**src/rtl/me_search_sequencer.sv**
```systemverilog
// rtl/me_search_sequencer.sv - full-search block-matching motion estimator control unit
module me_search_sequencer #(
    parameter int ROM_LAT = 1,
    parameter int PE_LAT  = 1
) (
    input  logic        clock,
    input  logic        reset,
    input  logic        start,
    output logic        completed,
    output logic        busy,
    output logic [7:0]  AddressR,
    output logic [9:0]  AddressS1,
    output logic [9:0]  AddressS2,
    output logic        pe_valid,
    output logic        pe_clear,
    output logic [15:0] pe_sel,
    output logic        cmp_clear,
    output logic        cmp_load,
    output logic [3:0]  cmp_vy
);
    localparam int L = ROM_LAT + PE_LAT;

    typedef enum logic [1:0] {IDLE, RUN, DRAIN, DONE} state_t;

    state_t      state_q, state_d;
    logic [11:0] cnt_q, cnt_d;
    logic [4:0]  row_d;
    logic [9:0]  s1_d;

    logic [17:0] pe_pipe_q  [ROM_LAT];
    logic [4:0]  cmp_pipe_q [L];
    logic        issue;
    logic [17:0] pe_in;
    logic [4:0]  cmp_in;

    always_comb begin
        state_d = state_q;
        cnt_d   = cnt_q;
        case (state_q)
            IDLE: begin
                cnt_d = 12'd0;
                if (start) state_d = RUN;
            end
            RUN: begin
                cnt_d = cnt_q + 12'd1;
                if (cnt_q == 12'hFFF) state_d = DRAIN;
            end
            DRAIN: begin
                if (cnt_q == 12'(L - 1)) begin
                    state_d = DONE;
                    cnt_d   = 12'd0;
                end else begin
                    cnt_d = cnt_q + 12'd1;
                end
            end
            default: begin
                cnt_d = 12'd0;
                if (!start) state_d = IDLE;
            end
        endcase
    end

    // Addresses are registered from the next count so issue n is visible while cnt_q == n.
    assign row_d = {1'b0, cnt_d[11:8]} + {1'b0, cnt_d[7:4]};
    assign s1_d  = {row_d, 5'b0} - {5'b0, row_d} + {6'b0, cnt_d[3:0]};

    always_ff @(posedge clock) begin
        if (reset) begin
            state_q   <= IDLE;
            cnt_q     <= 12'd0;
            busy      <= 1'b0;
            completed <= 1'b0;
            cmp_clear <= 1'b0;
            AddressR  <= 8'd0;
            AddressS1 <= 10'd0;
            AddressS2 <= 10'd0;
        end else begin
            state_q   <= state_d;
            cnt_q     <= cnt_d;
            busy      <= (state_d == RUN) || (state_d == DRAIN);
            completed <= (state_d == DONE);
            cmp_clear <= (state_q == IDLE) && start;
            if (state_d == RUN) begin
                AddressR  <= cnt_d[7:0];
                AddressS1 <= s1_d;
                AddressS2 <= s1_d + 10'd15;
            end else begin
                AddressR  <= 8'd0;
                AddressS1 <= 10'd0;
                AddressS2 <= 10'd0;
            end
        end
    end

    // Strobes for the issue currently on the address bus, fed into the latency pipes.
    assign issue  = (state_q == RUN);
    assign pe_in  = {issue,
                     issue && (cnt_q[7:0] == 8'h00),
                     issue ? (16'hFFFF << ({1'b0, cnt_q[3:0]} + 5'd1)) : 16'h0000};
    assign cmp_in = (issue && (cnt_q[7:0] == 8'hFF)) ? {1'b1, cnt_q[11:8]} : 5'd0;

    always_ff @(posedge clock) begin
        if (reset) begin
            for (int k = 0; k < ROM_LAT; k++) pe_pipe_q[k] <= 18'd0;
            for (int k = 0; k < L; k++)       cmp_pipe_q[k] <= 5'd0;
        end else begin
            pe_pipe_q[0]  <= pe_in;
            cmp_pipe_q[0] <= cmp_in;
            for (int k = 1; k < ROM_LAT; k++) pe_pipe_q[k] <= pe_pipe_q[k-1];
            for (int k = 1; k < L; k++)       cmp_pipe_q[k] <= cmp_pipe_q[k-1];
        end
    end

    assign pe_valid = pe_pipe_q[ROM_LAT-1][17];
    assign pe_clear = pe_pipe_q[ROM_LAT-1][16];
    assign pe_sel   = pe_pipe_q[ROM_LAT-1][15:0];
    assign cmp_load = cmp_pipe_q[L-1][4];
    assign cmp_vy   = cmp_pipe_q[L-1][3:0];
endmodule

```
**config.mk**
```make
export PLATFORM = sky130hd
export DESIGN_NAME = me_search_sequencer
export DESIGN_NICKNAME = d
export VERILOG_FILES = /design/src/rtl/me_search_sequencer.sv
export SDC_FILE = /design/constraint.sdc
export NUM_CORES = 1
export LEC_CHECK = 0
export CORE_UTILIZATION = 36
export DETAILED_ROUTE_END_ITERATION = 7
export PLACE_DENSITY = 0.63
export SYNTH_ARGS = -nofsm -noshare
export SYNTH_HDL_FRONTEND = slang
export SYNTH_SLANG_ARGS = --single-unit
```
**constraint.sdc**
```tcl
create_clock -name clock -period 6.77 [get_ports clock]
set_clock_uncertainty 0.05 [all_clocks]
set_input_delay 2.031 -clock clock [delete_from_list [all_inputs] [get_ports clock]]
set_output_delay 2.031 -clock clock [all_outputs]
set_load 0.01 [all_outputs]
```
==> flow_summary.toml <==
[power_and_ir_drop]
p_leak_nw = 1.657
power.density_nw_per_um2 = 214.2
combPwrFrac = 0.073
clkPwrFrac = 0.409
p_sw_uw = 185.8
internal_power_uw = 673.8
ir_drop_uv = 126.8
seq_power_share = 0.518
switching_share = 0.2161

[worst_setup_path]
cp.required_ns = 6.95
critical_path.max_stage_delay_ns = 0.48
worstSetupPathType = "reg -> reg"
start_kind = "register"
critPathSlowestCell = "o21ai_0"
cpMostUsedCell = "ha_1"
crit_chain = "ha_1 > and3_1 > nor3b_2 > xnor2_1 > nor2_1 > ha_1 > inv_1 > fa_1 > xor2_1 > ha_1 > nand2_1 > o21ai_0 > nand2_1 > o221a_1 > a2111oi_2 > nor4b_2 > mux2_1"
crit_path_end_kind = "register"
crit_arrival_ns = 5.19
cp_max_fo = 8

[sta]
tightest_slew_ns = 0.9229
setup_viol_count_final = 0
fmax_mhz = 199.8
rsz0062_at_grt = "false"
relSlewSlack = 0.3828
tns_ns = 0
fin_ws_ns = 1.764
hold_viol = 0
slew_violations = 0
period_minus_slack_ns = 5.006
finalCritPeriodShare = 0.7394

[finish]
nNetsFinal = 412
drive_gt1_frac = 0.09254
final_cell_mix = "dfxtp_1 (73), clkdlybuf4s50_1 (56), nor2_1 (45)"
num_antenna_cells = 0
layout_commonest_cell = "dfxtp_1"
areaGrowthSynthToFinish_pct = 26.51

[grt]
grt_pass1_vias = 2265
grt_usage = 0.1597
grt_overflow = 0
grt_max_degree = 26
grt_pass1_wl_mm = 11.00
antenna_found_initial = 0

[yosys]
syn_avg_cell_area_um2 = 9.641
ys_types = 60
synthFlopType = "dfxtp_1"
synth_seq_cells = 73
ys_async_sr_fraction = 0
netlist_top_cells_area = "dfxtp_1 (46%), ha_1 (8.3%), nor2_1 (5.3%), inv_1 (2.7%), xor2_1 (2.2%)"
synth.net_count = 355
yosysTopAreaCell = "dfxtp_1"
synthCells = 329
synth_edf_count = 0
netlist_area_um2 = 3172
yosysWarnings = 0
synth_top_area_frac = 0.4607
yosysSeqAreaShare = 0.4607

[clocking]
ctsResizeCount = 0
post_cts_buffers = 0
clock-sinks = 73
htreeDepth = 3
ctsHoldBuffers = 0
clockBufferDepth = 2
cts.clk_slew.worst_paths_ns = 0.07
numCtsBuffers = 9
cts-root-buf = "clkbuf_8"
cts_tree = "built"
clk_latency_ns = 0.35

[routing]
avgRoutedWirePerCell_um = 13.61
ant_nets = 0
vias_per_cell = 4.798
drt_wl_total_mm = 6.721
drc = 0
drt-initial-drc-count = 79
vias = 2370
drt-pass1-iter-count = 4

[run]
maxCapViolations = 0

[place]
dp_slack_ns = 1.790
io_buffers = 56
place_congestion = 0.8642
dp_hpwl_mm = 5.091

[hold_path]
hold_class = "reg -> reg"

[die]
dieWidth_um = 95.87
start_util = 0.3784
die_area_um2 = 9190
ios = 57
die_h_um = 95.87
core-area_um2 = 8382
fp-row-count = 33

[status]
status = "complete, no violations"
==> area by class of cell <==
class / instances / area, um2
fill: 808 / 4369
multi-input combinational: 222 / 1568
clock inverter: 4 / 70.07
timing repair buffer: 57 / 568.0
inverter: 23 / 86.33
clock buffer: 10 / 127.6
sequential: 73 / 1461
tap: 105 / 131.4
==> Yosys cell counts, types with 2 or more instances <==
master	instances
buf_4	4
nand2b_1	7
nor4_1	2
a31oi_1	3
clkbuf_1	7
nor3_1	11
o21a_1	3
and3_1	10
fa_1	2
a21oi_1	12
nor2_1	45
inv_1	23
o21ai_0	7
o211ai_1	3
and2_1	5
ha_1	21
a211oi_1	4
or2_2	3
nor2b_1	9
nor4b_2	2
xnor2_2	2
xor2_1	8
or2_1	2
nand4_1	3
xnor2_1	5
nand3_1	8
o21ai_1	2
mux2_1	2
dfxtp_1	73
nand2_1	11
==> power by group through the flow <==
| stage | Combinational [mW] | Clock [mW] | Sequential [mW] |
|---|---|---|---|
| finish | 0.0630 | 0.351 | 0.445 |
| global route | 0.0689 | 0.381 | 0.446 |
| CTS | 0.0642 | 0.363 | 0.445 |
| detailed placement | 0.0635 | 0 | 0.455 |
| global placement | 0.0632 | 0 | 0.455 |
| floorplan | 0.0260 | 0 | 0.461 |
==> final timing paths <==
kind	from	end	slack, ns	cells after the start
worst max-delay path	cnt_q[1]$_SDFF_PP0_	AddressS2[9]$_SDFF_PP0_	1.76	17
worst min-delay path	cmp_pipe_q[0][0]$_SDFF_PP0_	cmp_pipe_q[0][5]$_SDFF_PP0_	0.39	1
worst max register to register	cnt_q[1]$_SDFF_PP0_	AddressS2[9]$_SDFF_PP0_	1.76	17
worst min register to register	cmp_pipe_q[0][0]$_SDFF_PP0_	cmp_pipe_q[0][5]$_SDFF_PP0_	0.39	1
==> registers in the layout (all words and copies together), names as in the netlist <==
| signal | count |
|---|---|
| AddressR | 8 |
| AddressS1 | 10 |
| AddressS2 | 10 |
| busy | 1 |
| cmp_clear | 1 |
| cmp_pipe_q | 10 |
| cnt_q | 12 |
| completed | 1 |
| pe_pipe_q | 18 |
| state_q | 2 |
==> metal layers <==
layer,vias to the layer above,GRT usage,share of wire
li1,1226,-,-
met1,1095,0.2001,0.48
met2,39,0.2554,0.47
met3,10,0.05292,0.036
met4,0,0.05846,0.018
met5,-,0,0
==> kinds of logic (layout without fill, tap and decap cells) <==
group,count (synthesis),count (layout),synth area share
adders and majority gates,23,23,0.09546
muxes,3,3,0.01026
DFF,73,73,0.4607
buffers and inverters,34,94,0.04497
xor gates and xnor gates,16,16,0.05365
and+or+nand+nor,131,131,0.2217
AOI/OAI and AO/OA,49,49,0.1132
==> critical path: cells and delay by family, from the launching register on <==
family / cells / cell delay, ns
and+or+nand+nor: 6 / 1.28
adders and majority gates: 4 / 1.24
AOI/OAI and AO/OA: 3 / 1.10
DFF: 1 / 0.43
xor gates and xnor gates: 2 / 0.37
muxes: 1 / 0.34
buffers and inverters: 1 / 0.08
==> through the flow <==
step	total power, mW	instance area (um2)	hold slack, ns	util	instances
2_1_floorplan	0.4872	3172	0.3638	-	329
3_3_place_gp	0.5184	3815	0.3694	0.4551	480
3_5_place_dp	0.5189	3815	0.3742	0.4551	480
4_1_cts	0.8725	4013	0.3907	0.4787	494
5_1_grt	0.8965	4013	0.4073	0.4787	494
6_report	0.8596	4013	0.3868	0.4787	494
Note: power is estimated with default switching activity, not from simulation.
==> patch 1, RTL diff (same settings) <==
Add an input register stage for `start`, without a reset; this delays it by one clock.
--- a/src/rtl/me_search_sequencer.sv
+++ b/src/rtl/me_search_sequencer.sv
@@ -22,6 +22,12 @@
 
     typedef enum logic [1:0] {IDLE, RUN, DRAIN, DONE} state_t;
 
+    logic start_q;
+
+    always_ff @(posedge clock) begin
+        start_q <= start;
+    end
+
     state_t      state_q, state_d;
     logic [11:0] cnt_q, cnt_d;
     logic [4:0]  row_d;
@@ -39,7 +45,7 @@
         case (state_q)
             IDLE: begin
                 cnt_d = 12'd0;
-                if (start) state_d = RUN;
+                if (start_q) state_d = RUN;
             end
             RUN: begin
                 cnt_d = cnt_q + 12'd1;
@@ -55,7 +61,7 @@
             end
             default: begin
                 cnt_d = 12'd0;
-                if (!start) state_d = IDLE;
+                if (!start_q) state_d = IDLE;
             end
         endcase
     end
@@ -79,7 +85,7 @@
             cnt_q     <= cnt_d;
             busy      <= (state_d == RUN) || (state_d == DRAIN);
             completed <= (state_d == DONE);
-            cmp_clear <= (state_q == IDLE) && start;
+            cmp_clear <= (state_q == IDLE) && start_q;
             if (state_d == RUN) begin
                 AddressR  <= cnt_d[7:0];
                 AddressS1 <= s1_d;
Behaviour: not the same (Yosys sat finds a counterexample within 4 cycles, from zero or initial values and one cycle with reset high).
==> patch 1 against the original RTL <==
  * Routed wire length up 0.16%
  * Sequential cell count is 1 higher
  * Cell count grew 0.61%
  * Maximum frequency increased by 0.64%
  * Worst setup slack improved by 0.032 ns
  * Sequential share of layout area increased by 0.67 points
  * Combinational power up 6.2%
  * Synthesized cell count is 0.30% higher
  * Total power decreased by 7.0%
  * Die area rose by 0.62%
  * Cell area decreased by 0.47%
  * Synthesized area increased by 0.63%
  * Count of clock-buffer cells in the layout increased by 1
  * Largest cell class unchanged
==> patch 1: results <==
metrics = {
    "synth": {
        "ys_seq_area_share_pct": 46.41,
        "synthFlopType": "dfxtp_1",
        "yosys-top-cells-area": "dfxtp_1, ha_1, nor2_1",
        "syn-num-nets": 356,
        "synthArstFlopShare_pct": 0,
        "synth.distinct_cells": 60,
        "netlist_top_cells_count": "dfxtp_1, nor2_1, inv_1",
    },
    "grt": {
        "grt_util_met1_pct": 19.78,
        "met2_usage_pct": 26.48,
        "antenna_found_initial": 0,
        "grt_pass1_wl_mm": 11.21,
        "grt_util_met3_pct": 4.581,
        "grt-ovfl-total": 0,
        "grt_use_total_pct": 16.17,
        "grt_pass1_vias": 2357,
    },
    "clock_network": {
        "cts_max_path_buffers": 2,
        "clkTransAtPathRegs_ns": 0.07,
        "htree_levels": 3,
        "clk_latency_ns": 0.34,
        "numCtsBuffers": 9,
        "cts_setup_buffers": 0,
        "cts_resized": 0,
    },
    "cells_and_area": {
        "fillers": 809,
        "finalNetCount": 414,
        "num_antenna_cells": 0,
        "layout-drive-gt1-share_pct": 9.439,
        "reg.largest.list": "pe_pipe_q: 18 flops, cnt_q: 12 flops",
    },
    "sta": {
        "slew_headroom_pct": 39.18,
    },
    "critical_path": {
        "cp.arrival_ns": 5.15,
        "path_max_fanout": 18,
    },
    "routing": {
        "antenna_left": 0,
        "wire_per_inst_um": 13.55,
        "via_per_inst": 4.954,
        "first_iter_violations": 117,
        "first_pass_iters": 4,
    },
    "placement": {
        "place.gp.congestion": 0.9516,
        "dpl-instance-area_sq_um": 3842,
        "port_buffers": 56,
        "hpwlAfterDp_mm": 4.895,
    },
    "pwr": {
        "p_sw_share_pct": 23.73,
        "peakVddDrop_uv": 94.55,
        "power.static_leakage_nw": 1.651,
    },
    "worst_hold_path": {
        "hp-class": "flip-flop to flip-flop",
    },
    "outcome": {
        "status": "finished clean",
    },
}
patch 1: cell count changes after synthesis, sizes merged:
cell	change
dfxtp	+1
patch 1: metal layers:
| metal | wire length [um] | up-vias |
|---|---|---|
| met5 | 0 | - |
| met3 | 259 | 12 |
| met2 | 3355 | 41 |
| li1 | - | 1227 |
| met1 | 3002 | 1182 |
| met4 | 114 | 0 |
patch 1: worst paths after layout:
check,from,to,slack (ns),cells past startpoint
setup / recovery,cnt_q[4]$_SDFF_PP0_,AddressS2[9]$_SDFF_PP0_,1.80,17
hold / removal,cmp_pipe_q[0][0]$_SDFF_PP0_,cmp_pipe_q[0][5]$_SDFF_PP0_,0.39,1
setup reg to reg,cnt_q[4]$_SDFF_PP0_,AddressS2[9]$_SDFF_PP0_,1.80,17
hold reg to reg,cmp_pipe_q[0][0]$_SDFF_PP0_,cmp_pipe_q[0][5]$_SDFF_PP0_,0.39,1
patch 1: logic make-up (layout without fill, tap and decap cells):
logic type / after synthesis / count (layout) / synth area share [%]
flops: 74 / 74 / 46.41
xor+xnor: 16 / 16 / 5.331
compound gates: 49 / 49 / 11.25
mux: 3 / 3 / 1.019
fa+ha+maj: 23 / 23 / 9.486
buf+inv: 34 / 96 / 4.469
simple gates: 131 / 131 / 22.03
patch 1: layout make-up:
cell class                      instances  area, sq um  area share (%)
Clock inverter                          4        20.02          0.5013
Multi-Input combinational cell        222         1568           39.25
Clock buffer                           11        131.4           3.289
Timing Repair Buffer                   58        575.6           14.41
Inverter                               23        86.33           2.162
Sequential cell                        74         1481           37.09
Tap cell                              105        131.4           3.289
patch 1: metrics by stage:
stage	hold WS, ns	setup WS (ns)	instances
global route	0.4138	1.372	497
floorplan	0.3638	2.005	330
detailed placement	0.3809	1.804	482
CTS	0.3988	1.785	497
finish	0.3931	1.796	497
global placement	0.3729	1.901	482
patch 1: worst max-delay path: stages, from the launching register on:
cell and delay, ns:
dfxtp_1 0.35, or4_1 0.52, nor3_1 0.36, a31oi_1 0.15, o21ai_1 0.14, buf_4 0.23, or2_2 0.18, inv_1 0.05
ha_1 0.35, xor2_1 0.21, ha_1 0.38, nand2_1 0.06, o21ai_0 0.46, nand2_1 0.18, o221a_1 0.29, a2111oi_2 0.31
nor4b_2 0.25, mux2_1 0.35
patch 1: power groups by stage:
stage / logic [W] / clock network [W] / registers (W)
6_report: 0.0000669 / 0.000279 / 0.000453
5_1_grt: 0.0000744 / 0.000307 / 0.000454
3_5_place_dp: 0.0000672 / 0 / 0.000463
4_1_cts: 0.0000677 / 0.000292 / 0.000453
3_3_place_gp: 0.0000667 / 0 / 0.000463
2_1_floorplan: 0.0000274 / 0 / 0.000469
==> patch 2, RTL diff (same settings) <==
Without the edit above. The parameter `ROM_LAT` goes from 1 to 2.
--- a/src/rtl/me_search_sequencer.sv
+++ b/src/rtl/me_search_sequencer.sv
@@ -1,6 +1,6 @@
 // rtl/me_search_sequencer.sv - full-search block-matching motion estimator control unit
 module me_search_sequencer #(
-    parameter int ROM_LAT = 1,
+    parameter int ROM_LAT = 2,
     parameter int PE_LAT  = 1
 ) (
     input  logic        clock,
Formal check against the unedited RTL: not equivalent (Yosys sat finds a counterexample within 4 cycles, from zero or initial values and one cycle with reset high).
==> patch 2 against the original RTL <==
  * Synthesized area increased by 21%
  * Combinational power is 36% lower
  * Synthesized cell count increased by 16%
  * Worst setup slack got worse by 0.46 ns
  * Cell area increased by 14%
  * Total power increased by 14%
  * Count of clock-buffer cells in the layout stayed put
  * Die area up 20%
  * Sequential cell count up 23
  * Routed wire length down 0.62%
  * Sequential power is 30% higher
  * First-iteration DRC count fell by 3.8%
==> patch 2: results <==
metrics = {
    "outcome": {
        "status": "finished clean",
    },
    "synth": {
        "synthAdderAreaFrac_pct": 7.944,
        "ys_seq_area_share_pct": 50.21,
        "synth-xor-area-share_pct": 6.113,
        "netlist_top_cells_count": "dfxtp_1, nor2_1, nor2b_1",
        "yosys-top-cells-area": "dfxtp_1, ha_1, nor2b_1",
        "synth.distinct_cells": 52,
        "synth_compound_area_share_pct": 8.107,
        "synthMuxAreaShare_pct": 0.2942,
        "syn_avg_cell_area_sq_um": 10.07,
        "syn-num-nets": 405,
    },
    "placement": {
        "place.gp.congestion": 0.7814,
        "port_buffers": 56,
        "pre_cts_ws_ns": 1.322,
        "hpwlAfterDp_mm": 4.804,
        "place_inst": 546,
    },
    "pwr": {
        "clock_net_power_w": 0.000362,
        "p_comb_share_pct": 4.1,
        "power_w": 0.0009801,
        "power.static_leakage_nw": 1.885,
        "peakVddDrop_uv": 100.8,
        "p_sw_share_pct": 23.89,
    },
    "cells_and_area": {
        "num_antenna_cells": 0,
        "instances_no_fill": 562,
        "finalNetCount": 446,
        "layout-drive-gt1-share_pct": 10.56,
        "reg.largest.list": "pe_pipe_q: 36 flops, cmp_pipe_q: 15 flops, cnt_q: 12 flops",
    },
    "worst_hold_path": {
        "hp-class": "flip-flop to flip-flop",
    },
    "critical_path": {
        "cp.arrival_ns": 5.67,
        "critPathTopFamily": "adder cells",
        "slowest_delay_ns": 0.50,
        "cpMaxStageDelayCell": "xor2_1",
        "path_max_fanout": 15,
    },
    "routing": {
        "first_iter_violations": 76,
        "wire_per_inst_um": 11.88,
        "via_per_inst": 4.404,
    },
    "clock_network": {
        "clkTransAtPathRegs_ns": 0.10,
        "cts_setup_buffers": 0,
    },
    "grt": {
        "grt_max_degree": 49,
        "grt_use_total_pct": 13.59,
        "grt_pass1_vias": 2546,
        "grt_pass1_wl_mm": 11.87,
    },
    "sta": {
        "slew_headroom_pct": 45.92,
    },
}
-- patch 2: changes by cell type after synthesis, moves of 3 or more --
cell      unedited run  this run
dfxtp_1             73        96
xnor2_1              5         9
nand4_1              3         0
o211ai_1             3         0
buf_4                4        20
and3_1              10         5
a211oi_1             4         1
nor2b_1              9        33
-- patch 2: through the flow --
| step | util, % | hold slack [ns] | instance area, sq um |
|---|---|---|---|
| 2_1_floorplan | - | 0.3638 | 3827 |
| 4_1_cts | 44.44 | 0.3977 | 4588 |
| 3_3_place_gp | 42.55 | 0.3739 | 4393 |
| 5_1_grt | 44.44 | 0.4139 | 4588 |
| 6_report | 44.44 | 0.3927 | 4588 |
| 3_5_place_dp | 42.55 | 0.3760 | 4393 |
-- patch 2: final timing paths --
path	cells past startpoint	to	slack (ns)	startpoint
setup / recovery	21	AddressS2[9]$_SDFF_PP0_	1.30	cnt_q[0]$_SDFF_PP0_
hold / removal	1	cmp_pipe_q[0][10]$_SDFF_PP0_	0.39	cmp_pipe_q[0][5]$_SDFF_PP0_
setup reg to reg	21	AddressS2[9]$_SDFF_PP0_	1.30	cnt_q[0]$_SDFF_PP0_
hold reg to reg	1	cmp_pipe_q[0][10]$_SDFF_PP0_	0.39	cmp_pipe_q[0][5]$_SDFF_PP0_
-- patch 2: final cells by class --
| cell class | instances | area (sq um) |
|---|---|---|
| repair buffers | 58 | 575.6 |
| fillers | 993 | 5736 |
| multi-input cells | 232 | 1635 |
| flip-flops and latches | 96 | 1922 |
| inverters | 24 | 90.09 |
| clock inverters | 6 | 57.56 |
| clock buffers | 10 | 137.6 |
| well taps | 136 | 170.2 |
-- patch 2: per-layer routing --
metal	track usage [%]	share of wire, %
met1	15.03	43
met2	24.17	51
met3	4.055	4.6
met4	5.634	1.4
met5	0	0
